**config.mk**
```make
export PLATFORM = sky130hd
export DESIGN_NAME = uart_text_writer
export DESIGN_NICKNAME = d
export VERILOG_FILES = /design/src/rtl/text_mode_pkg.sv /design/src/rtl/cursor_step.sv /design/src/rtl/uart_text_writer.sv
export SDC_FILE = /design/constraint.sdc
export NUM_CORES = 1
export LEC_CHECK = 0
export CAP_MARGIN = 30
export CORE_MARGIN = 1.5
export CORE_UTILIZATION = 47
export DETAILED_ROUTE_END_ITERATION = 6
export PLACE_DENSITY = 0.74
export SLEW_MARGIN = 10
export SYNTH_ARGS = -nofsm -noshare
export SYNTH_HDL_FRONTEND = slang
export SYNTH_SLANG_ARGS = --single-unit
```
**constraint.sdc**
```tcl
create_clock -name clk -period 2.56 [get_ports clk]
set_clock_uncertainty 0.2 [all_clocks]
set_input_delay 0.512 -clock clk [delete_from_list [all_inputs] [get_ports clk]]
set_output_delay 0.512 -clock clk [all_outputs]
set_load 0.1 [all_outputs]
```
**src/rtl/text_mode_pkg.sv**
```systemverilog
`default_nettype none
// ============================================================================
// Module      : text_mode_pkg
// Description : Shared definitions for the UART-driven text-mode writer:
//               ASCII control codes, default screen geometry, writer state
//               encoding, cursor-step operations and a printable-byte test.
//               The CLEAR state exists only when UART_TEXT_CLEAR_EN is defined.
// Revision    : 1.0 - initial release
// ============================================================================
package text_mode_pkg;

    localparam int DEFAULT_COLS = 80;
    localparam int DEFAULT_ROWS = 30;

    localparam logic [7:0] ASCII_BS       = 8'h08;
    localparam logic [7:0] ASCII_LF       = 8'h0A;
    localparam logic [7:0] ASCII_FF       = 8'h0C;
    localparam logic [7:0] ASCII_CR       = 8'h0D;
    localparam logic [6:0] ASCII_SPACE    = 7'h20;
    localparam logic [7:0] ASCII_PRINT_LO = 8'h20;
    localparam logic [7:0] ASCII_PRINT_HI = 8'h7E;

    localparam int ST_W = 2;
    localparam logic [ST_W-1:0] ST_IDLE  = 2'd0;
    localparam logic [ST_W-1:0] ST_EXEC  = 2'd1;
    localparam logic [ST_W-1:0] ST_ERASE = 2'd2;
    localparam logic [ST_W-1:0] ST_CLEAR = 2'd3;

    typedef enum logic [ST_W-1:0] {
        S_IDLE  = ST_IDLE,
        S_EXEC  = ST_EXEC,
        S_ERASE = ST_ERASE
`ifdef UART_TEXT_CLEAR_EN
        ,
        S_CLEAR = ST_CLEAR
`endif
    } state_t;

    // Cursor movements supported by cursor_step.
    typedef enum logic [2:0] {
        CUR_HOLD    = 3'd0,
        CUR_ADVANCE = 3'd1,
        CUR_CR      = 3'd2,
        CUR_LF      = 3'd3,
        CUR_BACK    = 3'd4,
        CUR_HOME    = 3'd5
    } cursor_op_t;

    function automatic logic is_printable(input logic [7:0] b);
        return (b >= ASCII_PRINT_LO) && (b <= ASCII_PRINT_HI);
    endfunction

endpackage
`default_nettype wire

```
**src/rtl/cursor_step.sv**
```systemverilog
`default_nettype none
// ============================================================================
// Module      : cursor_step
// Description : Purely combinational next-cursor calculation. Given a cursor
//               (x,y) and an operation it returns the moved cursor, keeping
//               x in 0..COLS-1 and y in 0..ROWS-1 (row and screen wrap, no
//               scrolling).
// Ports       : i_x, i_y      current column / row
//               i_op          cursor_op_t movement
//               o_next_x/y    resulting column / row
// Revision    : 1.0 - initial release
// ============================================================================
module cursor_step
    import text_mode_pkg::*;
#(
    parameter int COLS = DEFAULT_COLS,
    parameter int ROWS = DEFAULT_ROWS,
    parameter int X_W  = 7,
    parameter int Y_W  = 5
) (
    input  logic [X_W-1:0] i_x,
    input  logic [Y_W-1:0] i_y,
    input  cursor_op_t     i_op,
    output logic [X_W-1:0] o_next_x,
    output logic [Y_W-1:0] o_next_y
);

    localparam logic [X_W-1:0] C_X_MAX = X_W'(COLS - 1);
    localparam logic [Y_W-1:0] C_Y_MAX = Y_W'(ROWS - 1);

    logic [Y_W-1:0] w_y_down;

    // Row below the current one, wrapping the bottom row back to the top.
    assign w_y_down = (i_y == C_Y_MAX) ? '0 : i_y + 1'b1;

    always_comb begin
        o_next_x = i_x;
        o_next_y = i_y;
        case (i_op)
            CUR_ADVANCE: begin
                if (i_x == C_X_MAX) begin
                    o_next_x = '0;
                    o_next_y = w_y_down;
                end else begin
                    o_next_x = i_x + 1'b1;
                end
            end
            CUR_CR: o_next_x = '0;
            CUR_LF: o_next_y = w_y_down;
            CUR_BACK: begin
                // Backing up from the home position leaves the cursor there.
                if (i_x != '0) begin
                    o_next_x = i_x - 1'b1;
                end else if (i_y != '0) begin
                    o_next_x = C_X_MAX;
                    o_next_y = i_y - 1'b1;
                end
            end
            CUR_HOME: begin
                o_next_x = '0;
                o_next_y = '0;
            end
            default: ;
        endcase
    end

endmodule
`default_nettype wire

```
**src/rtl/uart_text_writer.sv**
```systemverilog
`default_nettype none
// ============================================================================
// Module      : uart_text_writer
// Description : Terminal-style writer between the UART RX FIFO and the
//               text-mode tile RAM write port. Pops bytes, writes printable
//               ASCII at the cursor and interprets CR, LF, BS (and FF when
//               enabled). The cursor is exported for underline rendering.
// Build macro : UART_TEXT_CLEAR_EN - when defined, FF sweeps the whole screen
//               with spaces and homes the cursor; otherwise FF is ignored.
// Ports       : clk, rst_n          clock, async active-low reset
//               rx_empty, rx_data   RX FIFO flag and head byte
//               rd_uart             one-cycle FIFO pop strobe
//               wr_en/addr/data     tile RAM write port, addr = {y,x}
//               cursor_x/y          registered cursor position
//               busy                high whenever not IDLE
// Revision    : 1.0 - initial release
// ============================================================================
module uart_text_writer
    import text_mode_pkg::*;
#(
    parameter int COLS   = DEFAULT_COLS,
    parameter int ROWS   = DEFAULT_ROWS,
    parameter int X_W    = 7,
    parameter int Y_W    = 5,
    parameter int ADDR_W = 12,
    parameter int DATA_W = 7
) (
    input  logic              clk,
    input  logic              rst_n,
    input  logic              rx_empty,
    input  logic [7:0]        rx_data,
    output logic              rd_uart,
    output logic              wr_en,
    output logic [ADDR_W-1:0] wr_addr,
    output logic [DATA_W-1:0] wr_data,
    output logic [X_W-1:0]    cursor_x,
    output logic [Y_W-1:0]    cursor_y,
    output logic              busy
);

    state_t            r_state;
    logic [7:0]        r_byte;
    logic              r_run;
    logic [X_W-1:0]    r_cx;
    logic [Y_W-1:0]    r_cy;
    logic              r_wr_en;
    logic [ADDR_W-1:0] r_wr_addr;
    logic [DATA_W-1:0] r_wr_data;
    logic              r_busy;

    cursor_op_t        w_op;
    logic [X_W-1:0]    w_nx;
    logic [Y_W-1:0]    w_ny;
    logic              w_pop;

    // r_run holds off the pop strobe while reset is asserted, so every
    // output is low during reset even if the FIFO is not empty.
    assign w_pop = r_run && (r_state == S_IDLE) && !rx_empty;

`ifdef UART_TEXT_CLEAR_EN
    localparam logic [X_W-1:0] C_X_MAX = X_W'(COLS - 1);
    localparam logic [Y_W-1:0] C_Y_MAX = Y_W'(ROWS - 1);

    // Sweep position currently presented on the write port during CLEAR.
    logic [X_W-1:0] r_clr_x;
    logic [Y_W-1:0] r_clr_y;
    logic [X_W-1:0] w_clr_nx;
    logic [Y_W-1:0] w_clr_ny;
    logic           w_clr_last;

    assign w_clr_last = (r_clr_x == C_X_MAX) && (r_clr_y == C_Y_MAX);

    cursor_step #(
        .COLS (COLS),
        .ROWS (ROWS),
        .X_W  (X_W),
        .Y_W  (Y_W)
    ) u_sweep_step (
        .i_x      (r_clr_x),
        .i_y      (r_clr_y),
        .i_op     (CUR_ADVANCE),
        .o_next_x (w_clr_nx),
        .o_next_y (w_clr_ny)
    );
`endif

    // Cursor movement is applied in EXEC (one cycle after the pop), which
    // makes the new position visible two cycles after the pop strobe.
    always_comb begin
        w_op = CUR_HOLD;
        if (r_state == S_EXEC) begin
            if (is_printable(r_byte)) begin
                w_op = CUR_ADVANCE;
            end else if (r_byte == ASCII_CR) begin
                w_op = CUR_CR;
            end else if (r_byte == ASCII_LF) begin
                w_op = CUR_LF;
            end else if (r_byte == ASCII_BS) begin
                w_op = CUR_BACK;
            end
        end
`ifdef UART_TEXT_CLEAR_EN
        else if ((r_state == S_CLEAR) && w_clr_last) begin
            w_op = CUR_HOME;
        end
`endif
    end

    cursor_step #(
        .COLS (COLS),
        .ROWS (ROWS),
        .X_W  (X_W),
        .Y_W  (Y_W)
    ) u_cursor_step (
        .i_x      (r_cx),
        .i_y      (r_cy),
        .i_op     (w_op),
        .o_next_x (w_nx),
        .o_next_y (w_ny)
    );

    always_ff @(posedge clk or negedge rst_n) begin
        if (!rst_n) begin
            r_state   <= S_IDLE;
            r_byte    <= '0;
            r_run     <= 1'b0;
            r_cx      <= '0;
            r_cy      <= '0;
            r_wr_en   <= 1'b0;
            r_wr_addr <= '0;
            r_wr_data <= '0;
            r_busy    <= 1'b0;
`ifdef UART_TEXT_CLEAR_EN
            r_clr_x   <= '0;
            r_clr_y   <= '0;
`endif
        end else begin
            r_run   <= 1'b1;
            r_wr_en <= 1'b0;
            r_cx    <= w_nx;
            r_cy    <= w_ny;
            case (r_state)
                S_IDLE: begin
                    if (w_pop) begin
                        r_byte  <= rx_data;
                        r_state <= S_EXEC;
                        r_busy  <= 1'b1;
                        // The character write is registered here so it lands
                        // in the EXEC cycle at the pre-advance cursor.
                        if (is_printable(rx_data)) begin
                            r_wr_en   <= 1'b1;
                            r_wr_addr <= {r_cy, r_cx};
                            r_wr_data <= rx_data[DATA_W-1:0];
                        end
                    end
                end
                S_EXEC: begin
                    r_state <= S_IDLE;
                    r_busy  <= 1'b0;
                    if (r_byte == ASCII_BS) begin
                        // Erase at the backed-up position during ERASE.
                        r_state   <= S_ERASE;
                        r_busy    <= 1'b1;
                        r_wr_en   <= 1'b1;
                        r_wr_addr <= {w_ny, w_nx};
                        r_wr_data <= ASCII_SPACE;
                    end
`ifdef UART_TEXT_CLEAR_EN
                    else if (r_byte == ASCII_FF) begin
                        r_state   <= S_CLEAR;
                        r_busy    <= 1'b1;
                        r_clr_x   <= '0;
                        r_clr_y   <= '0;
                        r_wr_en   <= 1'b1;
                        r_wr_addr <= '0;
                        r_wr_data <= ASCII_SPACE;
                    end
`endif
                end
                S_ERASE: begin
                    r_state <= S_IDLE;
                    r_busy  <= 1'b0;
                end
`ifdef UART_TEXT_CLEAR_EN
                S_CLEAR: begin
                    if (w_clr_last) begin
                        r_state <= S_IDLE;
                        r_busy  <= 1'b0;
                    end else begin
                        r_clr_x   <= w_clr_nx;
                        r_clr_y   <= w_clr_ny;
                        r_wr_en   <= 1'b1;
                        r_wr_addr <= {w_clr_ny, w_clr_nx};
                        r_wr_data <= ASCII_SPACE;
                    end
                end
`endif
                default: begin
                    r_state <= S_IDLE;
                    r_busy  <= 1'b0;
                end
            endcase
        end
    end

    assign rd_uart  = w_pop;
    assign wr_en    = r_wr_en;
    assign wr_addr  = r_wr_addr;
    assign wr_data  = r_wr_data;
    assign cursor_x = r_cx;
    assign cursor_y = r_cy;
    assign busy     = r_busy;

endmodule
`default_nettype wire

```
==> metrics.md, run 1 <==
| Metric | Value |
|---|---|
| Result of the run | `finished, final reports clean` |
| Post-synthesis instance area | `2390 um2` |
| Die H | `74.4 um` |
| Finished Core Util | `65.9%` |
| Sequential fraction of the synthesis area | `46.0%` |
| First-pass GRT wire length | `9670 um` |
| WHS | `273 ps` |
| Synth cell types | `59` |
| Cells after synthesis | `244` |
| Antenna violations before repair | `0` |
| Fraction of synthesis flops using an asynchronous set or reset pin | `100%` |
| Filler cell count | `422` |
| Final routed wire length divided by cell count | `15.6 um` |
| Horizontal die dimension | `74.4 um` |
| Tcrit/Tclk final | `97.7%` |
| I/O pin count | `45` |
| Syn-to-layout area delta | `32.7%` |
| Maximum number of buffers from clock root to sink | `2` |
| Critical path type | `reg2reg` |
| Clock tree from TritonCTS | `yes` |
| DIE AREA | `5530 um2` |
| Share of total power consumed by net switching | `50.0%` |
| Sequential Power Share | `32.2%` |
| Total number of H-tree levels | `2` |
| Power density relative to cell area | `939 nW/um2` |
| Final total power | `2.98 mW` |
| Most used DFF post-synth | `sky130_fd_sc_hd__dfrtp_1` |
| CTS Buf Count | `5` |
| Clock period minus worst slack | `2500 ps` |
| Number of inserted diodes | `0` |
| Number of DRC markers in iteration 0 | `229` |
| Switch Pwr | `1.49 mW` |
| Total nets after synthesis | `260` |
| Kind of start point of the critical path | `register` |
| Final Wtd Congestion | `0.872` |
| Worst-case vdd ir drop | `605 uV` |
| Worst hold-check path type | `reg2reg` |
| Root Driver | `sky130_fd_sc_hd__clkbuf_8` |
| IO buf count | `44` |
| Half-perimeter wire length of the detailed placement result | `4310 um` |
| Internal power | `1.49 mW` |
| EDFF count, synth | `0` |
| Synthesized area per cell | `9.81 um2` |
| Number of warnings printed during yosys synthesis | `0` |
| P_leak | `1.48 nW` |
| Worst EP arrival | `2480 ps` |
| Number of rows in the core area | `25` |
| Pin count of the biggest net entering global routing | `45` |
| Max-slew violation total from the final report | `0` |
| Core Region | `4820 um2` |
| Highest achievable clock rate | `400 MHz` |
| Total instance count after detailed placement | `368` |
| Required time reported for the critical path endpoint | `2540 ps` |
| Placement-stage worst setup slack | `16.8 ps` |
| Post-synthesis sequential element count | `44` |
| Vias per Instance | `5.67` |
| Vias post-DR | `2,156` |
| Worst path setup slack after routing | `59.6 ps` |
| Clock-pin slew reported for the worst setup and hold paths after clock tree synthesis | `80 ps` |
| Gate power share | `52.7%` |
| Most common library cell in the layout ignoring fill and taps | `sky130_fd_sc_hd__buf_4` |
| Most frequent cells in the layout | `sky130_fd_sc_hd__buf_4 (60), sky130_fd_sc_hd__dfrtp_1 (33), sky130_fd_sc_hd__nand2_1 (29)` |
| Setup-violating endpoint count in the final report | `0` |
| CP endpoint kind | `register` |
| Starting density of the core | `49.7%` |
| Unrepaired setup endpoints after global routing | `yes` |
| R2R depth | `8` |
| Number of clock sinks | `44` |
| Gr usage total | `23.3%` |
| Post-layout nets | `328` |
| Vias in the first global route | `2,027` |
| Post-route ant nets | `0` |
| Remaining design rule violation count | `0` |
| Critical Path Fanout Max | `6` |
| Router iterations before antenna repair | `4` |
| Max Cap Viol | `0` |
| Non-filler instance count after layout | `380` |
| Clock insertion delay at the later pin of the skew report | `300 ps` |
| Proportion of power drawn by the clock network | `15.0%` |
| Hold Fails Final Rpt | `0` |
| Total overflow reported by the global router | `0` |
| Layout cell share with drive strength beyond 1 | `38.0%` |
| Post-detailed-routing wire length | `5920 um` |
| Min-Delay Path Depth | `2` |
==> critical path, stage by stage, from the launching register on <==
cell and delay, ps:
sky130_fd_sc_hd__dfrtp_4 520, sky130_fd_sc_hd__inv_1 90, sky130_fd_sc_hd__ha_1 220, sky130_fd_sc_hd__nor3b_4 260, sky130_fd_sc_hd__nand2_1 170, sky130_fd_sc_hd__o21a_4 270
sky130_fd_sc_hd__or3b_4 230, sky130_fd_sc_hd__nand3_2 60, sky130_fd_sc_hd__a311o_2 370
==> per-stage QoR <==
| stage | setup TNS (ps) | area (um2) |
|---|---|---|
| 2_1_floorplan | 0 | 2450 |
| 3_3_place_gp | 0 | 3040 |
| 3_5_place_dp | 0 | 3040 |
| 4_1_cts | 0 | 3150 |
| 5_1_grt | -52.8 | 3180 |
| 6_report | 0 | 3180 |
==> per-layer routing <==
metal / up-vias / wire length, um / global-route usage, %
li1: 1023 / - / -
met1: 1069 / 2670 / 31.1
met4: 0 / 66 / 7.47
met3: 7 / 263 / 4.34
met2: 57 / 2930 / 38.4
met5: - / 0 / 0
==> sequential cells by signal, indices dropped and copies added (netlist names) <==
| register | flops |
|---|---|
| busy | 1 |
| cursor_x | 7 |
| cursor_y | 5 |
| r_byte | 8 |
| r_run | 1 |
| r_state | 2 |
| wr_addr | 12 |
| wr_data | 7 |
| wr_en | 1 |
==> cell usage after synthesis, drive strengths merged (2+ instances only) <==
master	count	area share [%]
a221o	4	1.7
clkbuf	8	1.3
a21oi	10	2.1
nand4	3	0.78
and2	3	0.84
buf	5	1.9
a21o	2	0.63
a31oi	2	0.52
nor3b	3	0.94
o21ai	10	2.1
or2	2	0.52
a311o	2	0.89
nand3	14	2.9
dfrtp	44	46
inv	10	1.6
nor3	7	1.5
nand2	29	4.5
mux2	15	7.1
nor2	21	3.3
or3b	2	0.84
nor4b	3	1.4
and3	3	0.78
o211ai	2	0.63
or2b	2	0.63
a221oi	2	0.73
ha	5	2.6
nand3b	4	1.3
or4b	2	0.99
a22oi	4	1.3
==> power groups by stage <==
stage / Combinational (mW) / Sequential, mW / Clock, mW
final: 1.57 / 0.962 / 0.449
after global routing: 1.65 / 0.982 / 0.491
after CTS: 1.55 / 0.960 / 0.461
after detailed placement: 1.54 / 0.972 / 0
after global placement: 1.53 / 0.968 / 0
after floorplan: 0.446 / 1.69 / 0
==> kinds of logic after synthesis <==
logic type	after synthesis	synth area share (%)
mux	16	7.47
buf+inv	24	5.07
simple gates	101	22.3
xor+xnor	1	0.366
compound gates	52	16.1
other cells	1	0.157
flops	44	46.0
fa+ha+maj	5	2.61
==> cell type report <==
class / count / area (um2) / share of cell area (%)
sequential: 44 / 1120 / 35.4
clock buffer: 6 / 82.6 / 2.60
timing repair buffer: 74 / 616 / 19.4
multi-input combinational: 176 / 1210 / 38.1
clock inverter: 2 / 10.0 / 0.315
inverter: 11 / 48.8 / 1.54
tap: 67 / 83.8 / 2.64
==> timing repair <==
action	CTS	global route
buffers inserted	0	3
endpoints found under the hold margin	44	0
setup endpoints to repair	0	3
gates resized for setup	0	2
hold buffers	1	0
==> path summary, 6_finish.rpt <==
path / startpoint / endpoint / slack (ps)
worst max-delay path: cursor_x[0] / cursor_y[3] / 60
worst min-delay path: wr_data[0] / wr_data[0] / 270
worst max register to register: cursor_x[0] / cursor_y[3] / 60
worst min register to register: wr_data[0] / wr_data[0] / 270
max in group asynchronous: rst_n / cursor_x[3] / 1400
min in group asynchronous: rst_n / wr_addr[11] / 510
Note: power is estimated with default switching activity, not from simulation.
==> run 2: changes to the inputs <==
CORE_UTILIZATION = 50   (was 47)
PLACE_DENSITY = 0.75   (was 0.74)
clock period = 2.6 ns   (was 2.56 ns; I/O delays follow)
==> run 2 against run 1 <==
Flip-flop and latch count did not move. Sequential share of layout area up 1.2 points. Clock-buffer cell count unchanged. Highest routed layer unchanged. Cell area down 3.4%. Largest cell class unchanged.
==> metrics.md, run 2 (synthesis gave the netlist of run 1 again) <==
| Metric | Value |
|---|---|
| Syn-to-layout area delta | `28.1% (was 32.7%)` |
| Core Region | `4470 um2 (was 4820 um2)` |
| Critical path type | `reg2reg (unchanged)` |
| Finished Core Util | `68.6% (was 65.9%)` |
| Root Driver | `sky130_fd_sc_hd__clkbuf_8 (unchanged)` |
| Total instance count after detailed placement | `343 (was 368)` |
| Post-detailed-routing wire length | `5520 um (was 5920 um)` |
| Worst-margin pin slew | `789 ps` |
| Placement-stage cell area | `2930 um2 (was 3040 um2)` |
| Worst path setup slack after routing | `55.4 ps (was 59.6 ps)` |
| Total overflow reported by the global router | `0 (unchanged)` |
| Result of the run | `finished, final reports clean (unchanged)` |
| Most common library cell in the layout ignoring fill and taps | `sky130_fd_sc_hd__buf_4 (unchanged)` |
| Die H | `72.2 um (was 74.4 um)` |
| Max-slew violation total from the final report | `0 (unchanged)` |
| Unrepaired setup endpoints after global routing | `yes (unchanged)` |
| WHS | `97.5 ps (was 273 ps)` |
| First-pass GRT wire length | `9230 um (was 9670 um)` |
| Number of rows in the core area | `24 (was 25)` |
| Final Wtd Congestion | `0.849 (was 0.872)` |
| Highest achievable clock rate | `393 MHz (was 400 MHz)` |
| Hold Fails Final Rpt | `0 (unchanged)` |
| Half-perimeter wire length of the detailed placement result | `4040 um (was 4310 um)` |
| Setup-violating endpoint count in the final report | `0 (unchanged)` |
| Tcrit/Tclk final | `97.9% (was 97.7%)` |
| Required time reported for the critical path endpoint | `2640 ps (was 2540 ps)` |
| DIE AREA | `5210 um2 (was 5530 um2)` |
| Largest stage delay, worst path | `560 ps (was 520 ps)` |
| Pin count of the biggest net entering global routing | `37 (was 45)` |
| CTS Buf Count | `5 (unchanged)` |
| Final total power | `2.96 mW (was 2.98 mW)` |
| Vias per Instance | `5.84 (was 5.67)` |
| Area of all placed cells without fillers | `3070 um2 (was 3180 um2)` |
| Quantity of hold-fixing buffers added after cts | `0 (was 1)` |
| Max reg flops | `12 (unchanged)` |
| Layout cell share with drive strength beyond 1 | `35.5% (was 38.0%)` |
| Clock tree from TritonCTS | `yes (unchanged)` |
| Clock insertion delay at the later pin of the skew report | `300 ps (about the same)` |
| Number of clock sinks | `44 (unchanged)` |
| Maximum number of buffers from clock root to sink | `2 (unchanged)` |
| Remaining design rule violation count | `0 (unchanged)` |
| Headroom to the max-slew limit | `47.4%` |
| IO buf count | `44 (unchanged)` |
| Total number of H-tree levels | `2 (unchanged)` |
| R2R depth | `7 (was 8)` |
| P_leak | `1.42 nW (was 1.48 nW)` |
| Vias post-DR | `2,062 (was 2,156)` |
| Number of DRC markers in iteration 0 | `130 (was 229)` |
| Post-route ant nets | `0 (unchanged)` |
| Clock period minus worst slack | `2540 ps (was 2500 ps)` |
| Number of inserted diodes | `0 (unchanged)` |
| Post-layout nets | `316 (was 328)` |
| Power density relative to cell area | `964 nW/um2 (was 939 nW/um2)` |
| Antenna violations before repair | `0 (unchanged)` |
| Kind of start point of the critical path | `register (unchanged)` |
| Worst-case vdd ir drop | `565 uV (was 605 uV)` |
| Vias in the first global route | `1,943 (was 2,027)` |
| CP endpoint kind | `register (unchanged)` |
| Horizontal die dimension | `72.2 um (was 74.4 um)` |
| Non-filler instance count after layout | `353 (was 380)` |
| Worst EP arrival | `2580 ps (was 2480 ps)` |
| Slowest stage cell, crit path | `sky130_fd_sc_hd__or4b_4 (was sky130_fd_sc_hd__dfrtp_4)` |
| Gr usage total | `22.7% (was 23.3%)` |
| Worst hold-check path type | `in2async (was reg2reg)` |
| Setup TNS | `0 ps (unchanged)` |
| Critical Path Fanout Max | `8 (was 6)` |
| Router iterations before antenna repair | `4 (unchanged)` |
| Starting density of the core | `53.5% (was 49.7%)` |
| Clock-pin slew reported for the worst setup and hold paths after clock tree synthesis | `90 ps (was 80 ps)` |
| Max Cap Viol | `0 (unchanged)` |
| Placement-stage worst setup slack | `-20.2 ps (was 16.8 ps)` |
| Cell-by-cell listing of the critical path | `or4b_4 > or4_4 > inv_8 > o21a_4 > or3b_1 > nand3_2 > o221a_1 (was inv_1 > ha_1 > nor3b_4 > nand2_1 > o21a_4 > or3b_4 > nand3_2 > a311o_2)` |
| Most frequent cells in the layout | `sky130_fd_sc_hd__buf_4 (50), sky130_fd_sc_hd__dfrtp_1 (33), sky130_fd_sc_hd__nand2_1 (28) (was sky130_fd_sc_hd__buf_4 (60), sky130_fd_sc_hd__dfrtp_1 (33), sky130_fd_sc_hd__nand2_1 (29))` |
| I/O pin count | `45 (unchanged)` |
| Final routed wire length divided by cell count | `15.6 um (about the same)` |
[run 2: final timing paths]
path,startpoint,end,slack [ps]
worst max-delay path,r_byte[5],wr_addr[10],60
worst min-delay path,rst_n,cursor_y[4],100
worst max register to register,r_byte[5],wr_addr[10],60
worst min register to register,wr_data[3],wr_data[3],270
max in group asynchronous,rst_n,r_byte[3],1460
min in group clk,wr_data[3],wr_data[3],270
[run 2: metal layers]
metal | share of wire (%) | wire, um | track usage, %
met5 | 0 | 0 | 0
met3 | 5.8 | 321 | 4.72
met1 | 46 | 2520 | 31.6
met4 | 0.98 | 54 | 5.03
met2 | 47 | 2620 | 36.8
[run 2: cell type report]
type / instances / area, um2
inverter: 11 / 51.3
tap: 52 / 65.1
clock inverter: 2 / 35.0
timing repair buffer: 62 / 510
fill: 355 / 1410
multi-input combinational: 176 / 1210
clock buffer: 6 / 72.6
sequential: 44 / 1120
[run 2: where the power goes]
group	total (mW)	switching (mW)	internal, mW	leakage (nW)
sequential	0.958	0.138	0.820	0.550
clock	0.527	0.242	0.286	0.0552
combinational	1.47	1.08	0.395	0.812
total	2.96	1.46	1.50	1.42
[run 2: what timing repair did]
| item | in CTS | in global routing |
|---|---|---|
| endpoints found under the hold margin | 0 | 0 |
| buffers inserted | 0 | 2 |
| endpoints found under the setup margin | 0 | 3 |
| gates resized for setup | 0 | 4 |
[run 2: critical path, delay by kind of cell, from the launching register on]
family          cells  cell delay, ps
simple gates        4            1470
flops               1             410
compound gates      2             310
buf+inv             1             100
==> run 3: changes to the inputs <==
PLACE_DENSITY = 0.73   (was 0.75)
==> run 3 against run 2 <==
Die area unchanged. First-iteration DRC count rose by 3.1%. Via count down 0.24%. Setup slack improved by 17 ps. Register-to-register slack improved by 20 ps. Flip-flop and latch count stayed put. Critical path depth unchanged. Highest routed layer unchanged.
==> metrics.md, run 3 (synthesis gave the netlist of run 1 again) <==
| Metric | Value |
|---|---|
| Cell-by-cell listing of the critical path | `or4b_4 > or4_4 > clkinv_4 > o21a_4 > or3b_4 > nand3_2 > o221a_1 (was or4b_4 > or4_4 > inv_8 > o21a_4 > or3b_1 > nand3_2 > o221a_1)` |
| Highest achievable clock rate | `396 MHz (was 393 MHz)` |
| Worst reg-to-reg setup slack | `70 ps (was 60 ps)` |
| Critical Path Fanout Max | `4 (was 8)` |
| Worst EP arrival | `2570 ps (was 2580 ps)` |
| Clock insertion delay at the later pin of the skew report | `300 ps (about the same)` |
| Post-route ant nets | `0 (unchanged)` |
| Final Wtd Congestion | `0.856 (was 0.849)` |
| Required time reported for the critical path endpoint | `2640 ps (about the same)` |
| Post-layout nets | `321 (was 316)` |
| Root Driver | `sky130_fd_sc_hd__clkbuf_8 (unchanged)` |
| Worst-margin pin slew | `549 ps (was 789 ps)` |
| Syn-to-layout area delta | `29.1% (was 28.1%)` |
| Final routed wire length divided by cell count | `16.1 um (was 15.6 um)` |
| Starting density of the core | `53.5% (unchanged)` |
| Setup-violating endpoint count in the final report | `0 (unchanged)` |
| CP endpoint kind | `register (unchanged)` |
| Number of DRC markers in iteration 0 | `134 (was 130)` |
| Core Region | `4470 um2 (unchanged)` |
| Number of inserted diodes | `0 (unchanged)` |
| Layout cell share with drive strength beyond 1 | `36.9% (was 35.5%)` |
| Hold Fails Final Rpt | `0 (unchanged)` |
| Number of rows in the core area | `24 (unchanged)` |
| IO buf count | `44 (unchanged)` |
| Vias per Instance | `5.75 (was 5.84)` |
| Clock tree from TritonCTS | `yes (unchanged)` |
| Max reg flops | `12 (unchanged)` |
| Vias in the first global route | `2,012 (was 1,943)` |
| Antenna violations before repair | `0 (unchanged)` |
| Clock period minus worst slack | `2530 ps (was 2540 ps)` |
| Power density relative to cell area | `946 nW/um2 (was 964 nW/um2)` |
| Headroom to the max-slew limit | `63.4% (was 47.4%)` |
| Critical path type | `reg2reg (unchanged)` |
| Worst hold-check path type | `in2async (unchanged)` |
| Maximum number of buffers from clock root to sink | `2 (unchanged)` |
| Vias post-DR | `2,057 (was 2,062)` |
| Router iterations before antenna repair | `4 (unchanged)` |
| Most frequent cells in the layout | `sky130_fd_sc_hd__buf_4 (55), sky130_fd_sc_hd__dfrtp_1 (33), sky130_fd_sc_hd__nand2_1 (29) (was sky130_fd_sc_hd__buf_4 (50), sky130_fd_sc_hd__dfrtp_1 (33), sky130_fd_sc_hd__nand2_1 (28))` |
| Largest stage delay, worst path | `560 ps (about the same)` |
| Pin count of the biggest net entering global routing | `45 (was 37)` |
| P_leak | `1.43 nW (was 1.42 nW)` |
| Post-detailed-routing wire length | `5770 um (was 5520 um)` |
| Tcrit/Tclk final | `97.2% (was 97.9%)` |
| First-pass GRT wire length | `9570 um (was 9230 um)` |
| Number of clock sinks | `44 (unchanged)` |
| Remaining design rule violation count | `0 (unchanged)` |
| Final total power | `2.92 mW (was 2.96 mW)` |
| Result of the run | `finished, final reports clean (unchanged)` |
| Kind of start point of the critical path | `register (unchanged)` |
| Max-slew violation total from the final report | `0 (unchanged)` |
| Filler cell count | `375 (was 355)` |
| Max Cap Viol | `0 (unchanged)` |
| WHS | `90.9 ps (was 97.5 ps)` |
| Horizontal die dimension | `72.2 um (unchanged)` |
| Total overflow reported by the global router | `0 (unchanged)` |
| Die H | `72.2 um (unchanged)` |
| Worst-case vdd ir drop | `597 uV (was 565 uV)` |
| Most common library cell in the layout ignoring fill and taps | `sky130_fd_sc_hd__buf_4 (unchanged)` |
| Half-perimeter wire length of the detailed placement result | `4200 um (was 4040 um)` |
| Gr usage total | `23.8% (was 22.7%)` |
| Register area | `1120 um2 (unchanged)` |
| Quantity of hold-fixing buffers added after cts | `0 (unchanged)` |
| Clock-pin slew reported for the worst setup and hold paths after clock tree synthesis | `80 ps (was 90 ps)` |
| I/O pin count | `45 (unchanged)` |
| DIE AREA | `5210 um2 (unchanged)` |
| Total number of H-tree levels | `2 (unchanged)` |
| Multi-input logic area | `1210 um2 (about the same)` |
| CTS Buf Count | `5 (unchanged)` |
| Slowest stage cell, crit path | `sky130_fd_sc_hd__or4b_4 (unchanged)` |
[run 3: repair_timing]
action,in CTS,in global routing
resized for setup,0,5
buffers inserted,0,2
setup endpoints to repair,0,4
[run 3: layout make-up]
class	instances	area share (%)
Clock buffer	7	2.79
Tap cell	52	2.10
Sequential cell	44	36.3
Multi-Input combinational cell	176	39.3
Clock inverter	1	0.243
Inverter	11	1.58
Timing Repair Buffer	67	17.7
[run 3: path summary, 6_finish.rpt]
check | end | depth (start not counted) | startpoint
worst max register to register | wr_addr[10] | 7 | r_byte[5]
worst min register to register | wr_data[0] | 2 | wr_data[0]
worst min-delay path | wr_addr[11] | 2 | rst_n
worst max-delay path | wr_addr[10] | 7 | r_byte[5]
max in group asynchronous | cursor_y[1] | 2 | rst_n
min in group clk | wr_data[0] | 2 | wr_data[0]
[run 3: critical path: cells and delay by family (launching register included)]
kind                   cells  cell delay, ps
AND/OR/NAND/NOR            4            1490
flip-flops                 1             400
AO/OA/AOI/OAI              2             300
buffers and inverters      1              80
[run 3: where the power goes]
part / internal, mW / switching [mW] / total (mW)
sequential: 0.820 / 0.127 / 0.947
clock: 0.216 / 0.238 / 0.454
combinational: 0.425 / 1.10 / 1.52
total: 1.46 / 1.46 / 2.92
[run 3: metal layers]
layer | vias to the layer above | GRT usage (%) | wire (um) | part of all wire [%]
met3 | 9 | 3.75 | 268 | 4.6
met2 | 58 | 38.8 | 2800 | 49
met1 | 982 | 32.7 | 2630 | 46
li1 | 1008 | - | - | -
met4 | 0 | 7.34 | 74 | 1.3
met5 | - | 0 | 0 | 0
[run 3: metrics by stage]
step | utilization [%] | setup TNS [ps] | cells | instance area, um2 | setup slack [ps]
final | 69.1 | 0 | 358 | 3090 | 72.1
after global routing | 69.1 | -66.0 | 358 | 3090 | -60.0
after CTS | 68.4 | 0 | 356 | 3060 | 73.4
after detailed placement | 66.3 | 0 | 348 | 2970 | 63.8
after global placement | 66.3 | 0 | 348 | 2970 | 119
after floorplan | - | 0 | 244 | 2440 | 6.21
